==> config.mk <==
export PLATFORM = sky130hd
export DESIGN_NAME = seq_approx_divider
export DESIGN_NICKNAME = d
export VERILOG_FILES = /design/src/rtl/seq_approx_divider.sv
export SDC_FILE = /design/constraint.sdc
export NUM_CORES = 1
export LEC_CHECK = 0
export ABC_AREA = 1
export CAP_MARGIN = 10
export CORE_MARGIN = 2
export CORE_UTILIZATION = 44
export CTS_CLUSTER_SIZE = 24
export DETAILED_ROUTE_END_ITERATION = 10
export PLACE_DENSITY = 0.71
export SYNTH_ARGS = -nofsm -noshare
export SYNTH_HDL_FRONTEND = slang
export SYNTH_SLANG_ARGS = --single-unit
export TNS_END_PERCENT = 50
==> constraint.sdc <==
create_clock -name clk -period 5.3 [get_ports clk]
set_clock_uncertainty 0.15 [all_clocks]
set_input_delay 1.06 -clock clk [delete_from_list [all_inputs] [get_ports clk]]
set_output_delay 1.06 -clock clk [all_outputs]
set_load 0.1 [all_outputs]
==> src/rtl/seq_approx_divider.sv <==
// Iterative restoring divider with an approximate low-order subtractor slice.
// Optional error statistics: define SEQ_APPROX_DIVIDER_STATS_EN.
module seq_approx_divider #(
    parameter int DW         = 8,
    parameter int QW         = 8,
    parameter int APPROX_LSB = 2
) (
    input  logic             clk,
    input  logic             rst,
    input  logic             in_valid,
    output logic             in_ready,
    input  logic [QW+DW-1:0] n,
    input  logic [DW-1:0]    d,
    input  logic             approx_en,
    output logic             out_valid,
    input  logic             out_ready,
    output logic [QW-1:0]    q,
    output logic [DW-1:0]    r,
    output logic             div_zero,
    output logic             ovf
`ifdef SEQ_APPROX_DIVIDER_STATS_EN
    ,
    output logic [15:0]      err_cnt
`endif
);

    localparam int NW = QW + DW;
    localparam int CW = (QW > 1) ? $clog2(QW) : 1;

    typedef enum logic [1:0] {
        IDLE,
        RUN,
        DONE
    } state_t;

    state_t state;
    state_t state_nx;

    logic [DW-1:0] rem;
    logic [DW-1:0] dreg;
    logic [QW-1:0] nlo;
    logic [QW-1:0] qreg;
    logic          ap;
    logic [CW-1:0] cnt;
    logic [DW:0]   tr;
    logic [DW:0]   sub;
    logic          qbit;
    logic          accept;

    // Ripple borrow subtractor; approximate cells drop their borrow-in.
    function automatic logic [DW:0] sub_step(
        input logic [DW-1:0] x,
        input logic [DW-1:0] y,
        input logic          apx
    );
        logic          b;
        logic [DW-1:0] df;
        b  = 1'b0;
        df = '0;
        for (int j = 0; j < DW; j++) begin
            if (apx && (j < APPROX_LSB)) begin
                df[j] = x[j];
                b     = ~x[j] & y[j];
            end else begin
                df[j] = x[j] ^ y[j] ^ b;
                b     = (~x[j] & y[j]) | (~(x[j] ^ y[j]) & b);
            end
        end
        return {b, df};
    endfunction

    assign tr     = {rem, nlo[QW-1]};
    assign sub    = sub_step(tr[DW-1:0], dreg, ap);
    assign qbit   = tr[DW] | ~sub[DW];
    assign accept = in_valid & in_ready;
    assign q      = qreg;
    assign r      = rem;

    always_ff @(posedge clk or posedge rst) begin
        if (rst) begin
            state <= IDLE;
        end else begin
            state <= state_nx;
        end
    end

    always_comb begin
        state_nx  = state;
        in_ready  = 1'b0;
        out_valid = 1'b0;
        unique case (state)
            IDLE: begin
                in_ready = 1'b1;
                if (in_valid) state_nx = RUN;
            end
            RUN: begin
                if (cnt == '0) state_nx = DONE;
            end
            DONE: begin
                out_valid = 1'b1;
                if (out_ready) state_nx = IDLE;
            end
            default: state_nx = IDLE;
        endcase
    end

    always_ff @(posedge clk or posedge rst) begin
        if (rst) begin
            rem      <= '0;
            dreg     <= '0;
            nlo      <= '0;
            qreg     <= '0;
            ap       <= 1'b0;
            cnt      <= '0;
            div_zero <= 1'b0;
            ovf      <= 1'b0;
        end else if (accept) begin
            rem      <= n[NW-1:QW];
            nlo      <= n[QW-1:0];
            dreg     <= d;
            ap       <= approx_en;
            cnt      <= CW'(QW - 1);
            div_zero <= (d == '0);
            ovf      <= (n[NW-1:QW] >= d);
        end else if (state == RUN) begin
            rem  <= qbit ? sub[DW-1:0] : tr[DW-1:0];
            nlo  <= nlo << 1;
            qreg <= (qreg << 1) | QW'(qbit);
            if (cnt != '0) cnt <= cnt - CW'(1);
        end
    end

`ifdef SEQ_APPROX_DIVIDER_STATS_EN
    logic [DW-1:0] ex_rem;
    logic [QW-1:0] ex_q;
    logic [DW:0]   ex_t;
    logic [DW:0]   ex_sub;
    logic          ex_bit;

    // Shadow exact datapath shares the shifted dividend bits.
    assign ex_t   = {ex_rem, nlo[QW-1]};
    assign ex_sub = sub_step(ex_t[DW-1:0], dreg, 1'b0);
    assign ex_bit = ex_t[DW] | ~ex_sub[DW];

    always_ff @(posedge clk or posedge rst) begin
        if (rst) begin
            ex_rem  <= '0;
            ex_q    <= '0;
            err_cnt <= '0;
        end else begin
            if (accept) begin
                ex_rem <= n[NW-1:QW];
            end else if (state == RUN) begin
                ex_rem <= ex_bit ? ex_sub[DW-1:0] : ex_t[DW-1:0];
                ex_q   <= (ex_q << 1) | QW'(ex_bit);
            end
            if (out_valid && out_ready && ap &&
                (qreg != ex_q) && (err_cnt != 16'hFFFF)) begin
                err_cnt <= err_cnt + 16'd1;
            end
        end
    end
`endif

endmodule
; After elaboration in Yosys (flattened, before gate mapping)
; Cells that the tools add are included.
[classes]
n_bitwise = 57
n_eq_ne = 5
add_sub_neg = 1
reduce_logical = 9
n_lt_le_gt_ge = 1
muxes = 17
[ops]
columns = op, n
row1 = 2-to-1 mux 8 bit, 5
row2 = inverter 1 bit, 17
row3 = bitwise AND 1 bit, 16
row4 = bitwise XOR 1 bit, 15
row5 = 2-to-1 mux 3 bit, 3
row6 = greater-or-equal comparator 8 bit, 1
row7 = zero test 8 bit, 1
row8 = bitwise OR 1 bit, 8
row9 = bitwise OR 8 x 1 -> 8 bit, 1
row10 = 2-to-1 mux 2 bit, 3
row11 = "!= test 2 bit, second input constant", 3
row12 = case mux 2 bit (3 select lines), 1
row13 = 2-to-1 mux 1 bit, 5
row14 = AND reduction 2 bit, 2
row15 = nonzero test 2 bit, 2
row16 = zero test 3 bit, 1
row17 = AND reduction 3 bit, 1
row18 = nonzero test 3 bit, 1
row19 = "subtractor 3 x 1 -> 3 bit, second input constant", 1
row20 = "equality test 2 x 1 -> 1 bit, second input constant", 1
row21 = "equality test 2 bit, second input constant", 1
row22 = zero test 2 bit, 1
[word_totals]
reg_bits = 40
output_inout_bits = 20
elab_cells = 99

; Logic depth before layout (Yosys ltp)
[logic_depth]
depth_word = 22
depth_mapped = 17

; Worst setup path before layout
; Ideal clock, no wire load.
[synth_path]
path_type = register to register
from = register rem[0] (netlist: r[0])
to = register rem[4] (netlist: r[4])
t_arrival_ns = 4.476
setup_slack_ns = 0.538
period_less_slack_ns = 4.762
stages_incl_launch_ff = 16
path_buffers = 1
required_time_ns = 5.013
setup_time_ns = 0.137
path_cell_list = dfrtp_1 inv_1 fa_1 nand2_1 nand2_1 fa_1 fa_1 fa_1 fa_1 fa_1 fa_1 nand2_1 buf_2 a21oi_1 o21ai_0 o211ai_1
[synth_via]
elab_chain_len = 22
[synth_lines]
columns = element, line_no
row1 = from (decl), 39  ; logic [DW-1:0] rem;
row2 = from (signal assigned), 118  ; rem <= n[NW-1:QW];
row3 = from (signal assigned), 126  ; rem <= qbit ? sub[DW-1:0] : tr[DW-1:0];
row4 = bitwise XOR 1 bit, 66  ; b = (~x[j] & y[j]) | (~(x[j] ^ y[j]) & b);
row5 = inverter 1 bit, 66
row6 = bitwise AND 1 bit, 66
row7 = bitwise OR 1 bit, 66
row8 = 2-to-1 mux 1 bit (*), 61  ; if (apx && (j < APPROX_LSB)) begin
row9 = bitwise AND 1 bit (*), 66
row10 = bitwise OR 1 bit (*), 66
row11 = bitwise AND 1 bit (*), 66
row12 = (+6 left out), -
row13 = bitwise OR 1 bit, 66
row14 = bitwise AND 1 bit, 66
row15 = bitwise OR 1 bit, 66
row16 = inverter 1 bit, 74  ; assign qbit = tr[DW] | ~sub[DW];
row17 = bitwise OR 1 bit, 74
row18 = 2-to-1 mux 8 bit (*), 126
row19 = 2-to-1 mux 8 bit (*), 125  ; end else if (state == RUN) begin
row20 = 2-to-1 mux 8 bit (*), 117  ; end else if (accept) begin
; Mark *: on every way between the ends. The rest lies on a longest branch, timed or not. The select of a mux whose other input is x is not followed.
; A chain may end at the register's enable or synchronous reset.

; Worst setup path after layout
[layout_path]
from = register dreg[0]
to = register rem[1] (netlist: r[1])
[layout_via]
elab_chain_len = 21
[layout_lines]
columns = element, line_no
row1 = from (decl), 40  ; logic [DW-1:0] dreg;
row2 = from (signal assigned), 110  ; dreg <= '0;
row3 = from (signal assigned), 120  ; dreg <= d;
row4 = bitwise AND 1 bit (*), "63, 66"
row5 = bitwise AND 1 bit, 66
row6 = bitwise OR 1 bit, 66
row7 = 2-to-1 mux 1 bit, 61
row8 = bitwise AND 1 bit, 66
row9 = bitwise OR 1 bit, 66
row10 = bitwise AND 1 bit, 66
row11 = bitwise OR 1 bit, 66
row12 = (+5 left out), -
row13 = bitwise OR 1 bit, 66
row14 = bitwise AND 1 bit, 66
row15 = bitwise OR 1 bit, 66
row16 = inverter 1 bit, 74
row17 = bitwise OR 1 bit, 74
row18 = 2-to-1 mux 8 bit (*), 126
row19 = 2-to-1 mux 8 bit (*), 125
row20 = 2-to-1 mux 8 bit (*), 117
; Marks and branches as above.

==> flow_metrics.py <==
metrics = {
    "synth": {
        "synthTopCellsByArea": "dfrtp_1 (46%), nand2_1 (13%), ha_1 (6.8%)",
        "yosys.area.top_type_share_pct": 45.56,
        "syn_inst": 250,
        "syn-mean-instance-area_um2": 8.788,
        "ys_ff_latch": 40,
        "synth.yosys.warnings": 0,
        "synth_area_um2": 2197,
        "ys_types": 26,
        "yosysTopAreaCell": "dfrtp_1",
        "syn_nets": 298,
        "yosysSeqAreaShare_pct": 45.56,
    },
    "global_routing": {
        "grt_use_total_pct": 18.84,
        "grt_pass1_vias": 1665,
        "grt_start_max_net_pins": 41,
        "grt_pass1_wl_um": 7776,
        "antenna_found_initial": 0,
        "grt_overflow_total": 0,
    },
    "cts": {
        "cts_resized": 0,
        "cts_tree": "built",
        "cts_root_buf": "clkbuf_8",
        "clkSinkCount": 40,
        "cts_setup_buffers": 0,
        "cts_made_buffers": 5,
        "postCtsHoldBufs": 0,
        "cts_buffer_depth": 2,
        "worst_skew_pair.late_latency_ps": 290,
        "path_clk_slew_ps": 70,
        "htreeDepth": 2,
    },
    "finish": {
        "nets": 347,
        "fin_util_pct": 59.08,
        "antenna_cells": 0,
        "multi_input_area_um2": 985.9,
        "drive_gt1_share_pct": 6.020,
        "syn_to_final_growth_pct": 27.85,
        "ff_latch_area_um2": 1001,
        "fillCellCount": 441,
        "stdcell_count": 366,
    },
    "setup_path": {
        "worst-r2r-cell-count": 16,
        "worstPathArrival_ps": 4470,
        "crit_path_start_kind": "register",
        "crit_fanout": 14,
        "crit_type": "reg2reg",
        "worstPathRequired_ps": 5330,
        "r2r_slack_ps": 860,
        "r2r_end": "r[1]$_DFFE_PP0P_",
        "end_kind": "register",
        "timing.rr.start": "dreg[0]$_DFFE_PP0P_",
    },
    "timing": {
        "report.final.slew_viol_count": 0,
        "min_period_over_period_pct": 83.83,
        "fmax_mhz": 225.1,
        "postLayoutSetupSlackWorst_ps": 857.2,
        "relSlewSlack_pct": 32.84,
        "worstMarginPinSlew_ps": 1004,
        "finalSetupViolations": 0,
        "setup_tns_ps": 0,
        "timing.final.crit_period_ps": 4443,
        "finalHoldViolations": 0,
        "rsz0062_at_grt": "false",
    },
    "die": {
        "fp.dieH_um": 74.67,
        "start_util_pct": 46.21,
        "io_pins": 49,
        "dieArea_um2": 5575,
        "design.core.area_um2": 4755,
        "fp-row-count": 25,
        "die_w_um": 74.67,
    },
    "outcome": {
        "status": "completed",
    },
    "hold_path": {
        "holdPathStages": 2,
        "holdPathEnd": "cnt[2]$_DFFE_PP0P_",
        "worstHoldStart": "cnt[2]$_DFFE_PP0P_",
        "min_path_type": "reg2reg",
    },
    "drt": {
        "dr.pass1.iters": 4,
        "drt_iter0_drc": 99,
        "drt-vias-per-instance": 4.724,
        "wl_per_cell_um": 12.51,
        "final_antenna_net_count": 0,
        "drt-total-wl_um": 4579,
        "route.detailed.drc": 0,
        "vias": 1729,
    },
    "run": {
        "max_cap_violations": 0,
    },
    "place": {
        "io_buffers": 48,
        "gp_congestion": 0.8040,
        "hpwl_um": 3342,
        "pre_cts_ws_ps": 890.8,
        "placed_cells": 359,
    },
}
-- flip-flops by register name, indices dropped and copies added (netlist names) --
signal / count
dreg: 8
cnt: 3
ovf: 1
state: 2
div_zero: 1
q: 8
nlo: 8
r: 8
ap: 1
-- cell type report --
class	instances	share of cell area (%)
Sequential cell	40	35.63
Multi-Input combinational cell	164	35.10
Timing Repair Buffer	49	17.37
Inverter	39	5.479
Clock buffer	7	3.430
Tap cell	67	2.984
-- how the worst max path moves through the flow --
stage / slack, ps / start / endpoint / depth (start not counted)
final: 860 / dreg[0]$_DFFE_PP0P_ / r[1]$_DFFE_PP0P_ / 16
after global routing: 580 / dreg[0]$_DFFE_PP0P_ / r[1]$_DFFE_PP0P_ / 16
after CTS: 870 / dreg[0]$_DFFE_PP0P_ / r[0]$_DFFE_PP0P_ / 16
after detailed placement: 890 / dreg[0]$_DFFE_PP0P_ / r[1]$_DFFE_PP0P_ / 16
after global placement: 980 / dreg[0]$_DFFE_PP0P_ / r[0]$_DFFE_PP0P_ / 16
after floorplan: 540 / r[0]$_DFFE_PP0P_ / r[4]$_DFFE_PP0P_ / 15
-- synthesized netlist by cell type --
library cell and n:
nand2_1 75, dfrtp_1 40, inv_1 35, o21ai_0 13, ha_1 12, o21ai_1 12, nand3_1 11, o211ai_1 9
a21oi_1 7, fa_1 7, nor2_1 6, buf_2 3, buf_6 3, inv_2 2, nand2_2 2, nand2_4 2
nor4_1 2, a22o_1 1, and3_1 1, buf_4 1, inv_4 1, inv_6 1, nand2_8 1, nor2_4 1
o221ai_1 1, o22ai_1 1
-- layer usage --
| metal | share of wire (%) | global-route usage, % |
|---|---|---|
| met1 | 48 | 26.54 |
| met2 | 47 | 28.42 |
| met3 | 4.3 | 4.552 |
| met4 | 1.5 | 7.143 |
| met5 | 0 | 0 |
-- stage by stage --
| step | hold WS [ps] | cell area [um2] |
|---|---|---|
| after floorplan | 301.4 | 2197 |
| after global placement | 315.6 | 2713 |
| after detailed placement | 318.4 | 2713 |
| after CTS | 336.7 | 2809 |
| after global routing | 376.8 | 2809 |
| final | 336.7 | 2809 |
-- logic make-up after synthesis --
| group | after synthesis | synth area share, % |
|---|---|---|
| AO/OA/AOI/OAI | 44 | 11.45 |
| adder cells (fa/ha/maj) | 19 | 13.21 |
| buffers and inverters | 46 | 9.568 |
| flip-flops | 40 | 45.56 |
| AND/OR/NAND/NOR | 101 | 20.22 |
-- critical path, stage by stage (launching register included) --
cell      delay [ps]
dfrtp_1          390
ha_1             210
fa_1             360
nand2_1           70
nand2_1           60
fa_1             370
fa_1             390
fa_1             390
fa_1             400
fa_1             400
fa_1             370
nand2_1          300
nand2_1          160
inv_1            100
nand2_1           50
nand3_1           60
o211ai_1          80
-- cells in the final DEF (no fill, tap or decap), types with 2 or more instances in the layout --
cell | synthesis | routed
nand2_1 | 75 | 75
clkdlybuf4s50_1 | 0 | 48
dfrtp_1 | 40 | 40
inv_1 | 35 | 35
o21ai_0 | 13 | 13
o21ai_1 | 12 | 12
ha_1 | 12 | 12
nand3_1 | 11 | 11
o211ai_1 | 9 | 9
a21oi_1 | 7 | 7
fa_1 | 7 | 7
clkbuf_8 | 0 | 7
nor2_1 | 6 | 6
nand2_4 | 2 | 2
nand2_2 | 2 | 2
inv_2 | 2 | 2
nor4_1 | 2 | 2
Power is not shown: default switching activity piles up to over one toggle a cycle in this logic, so the estimate is an artifact.
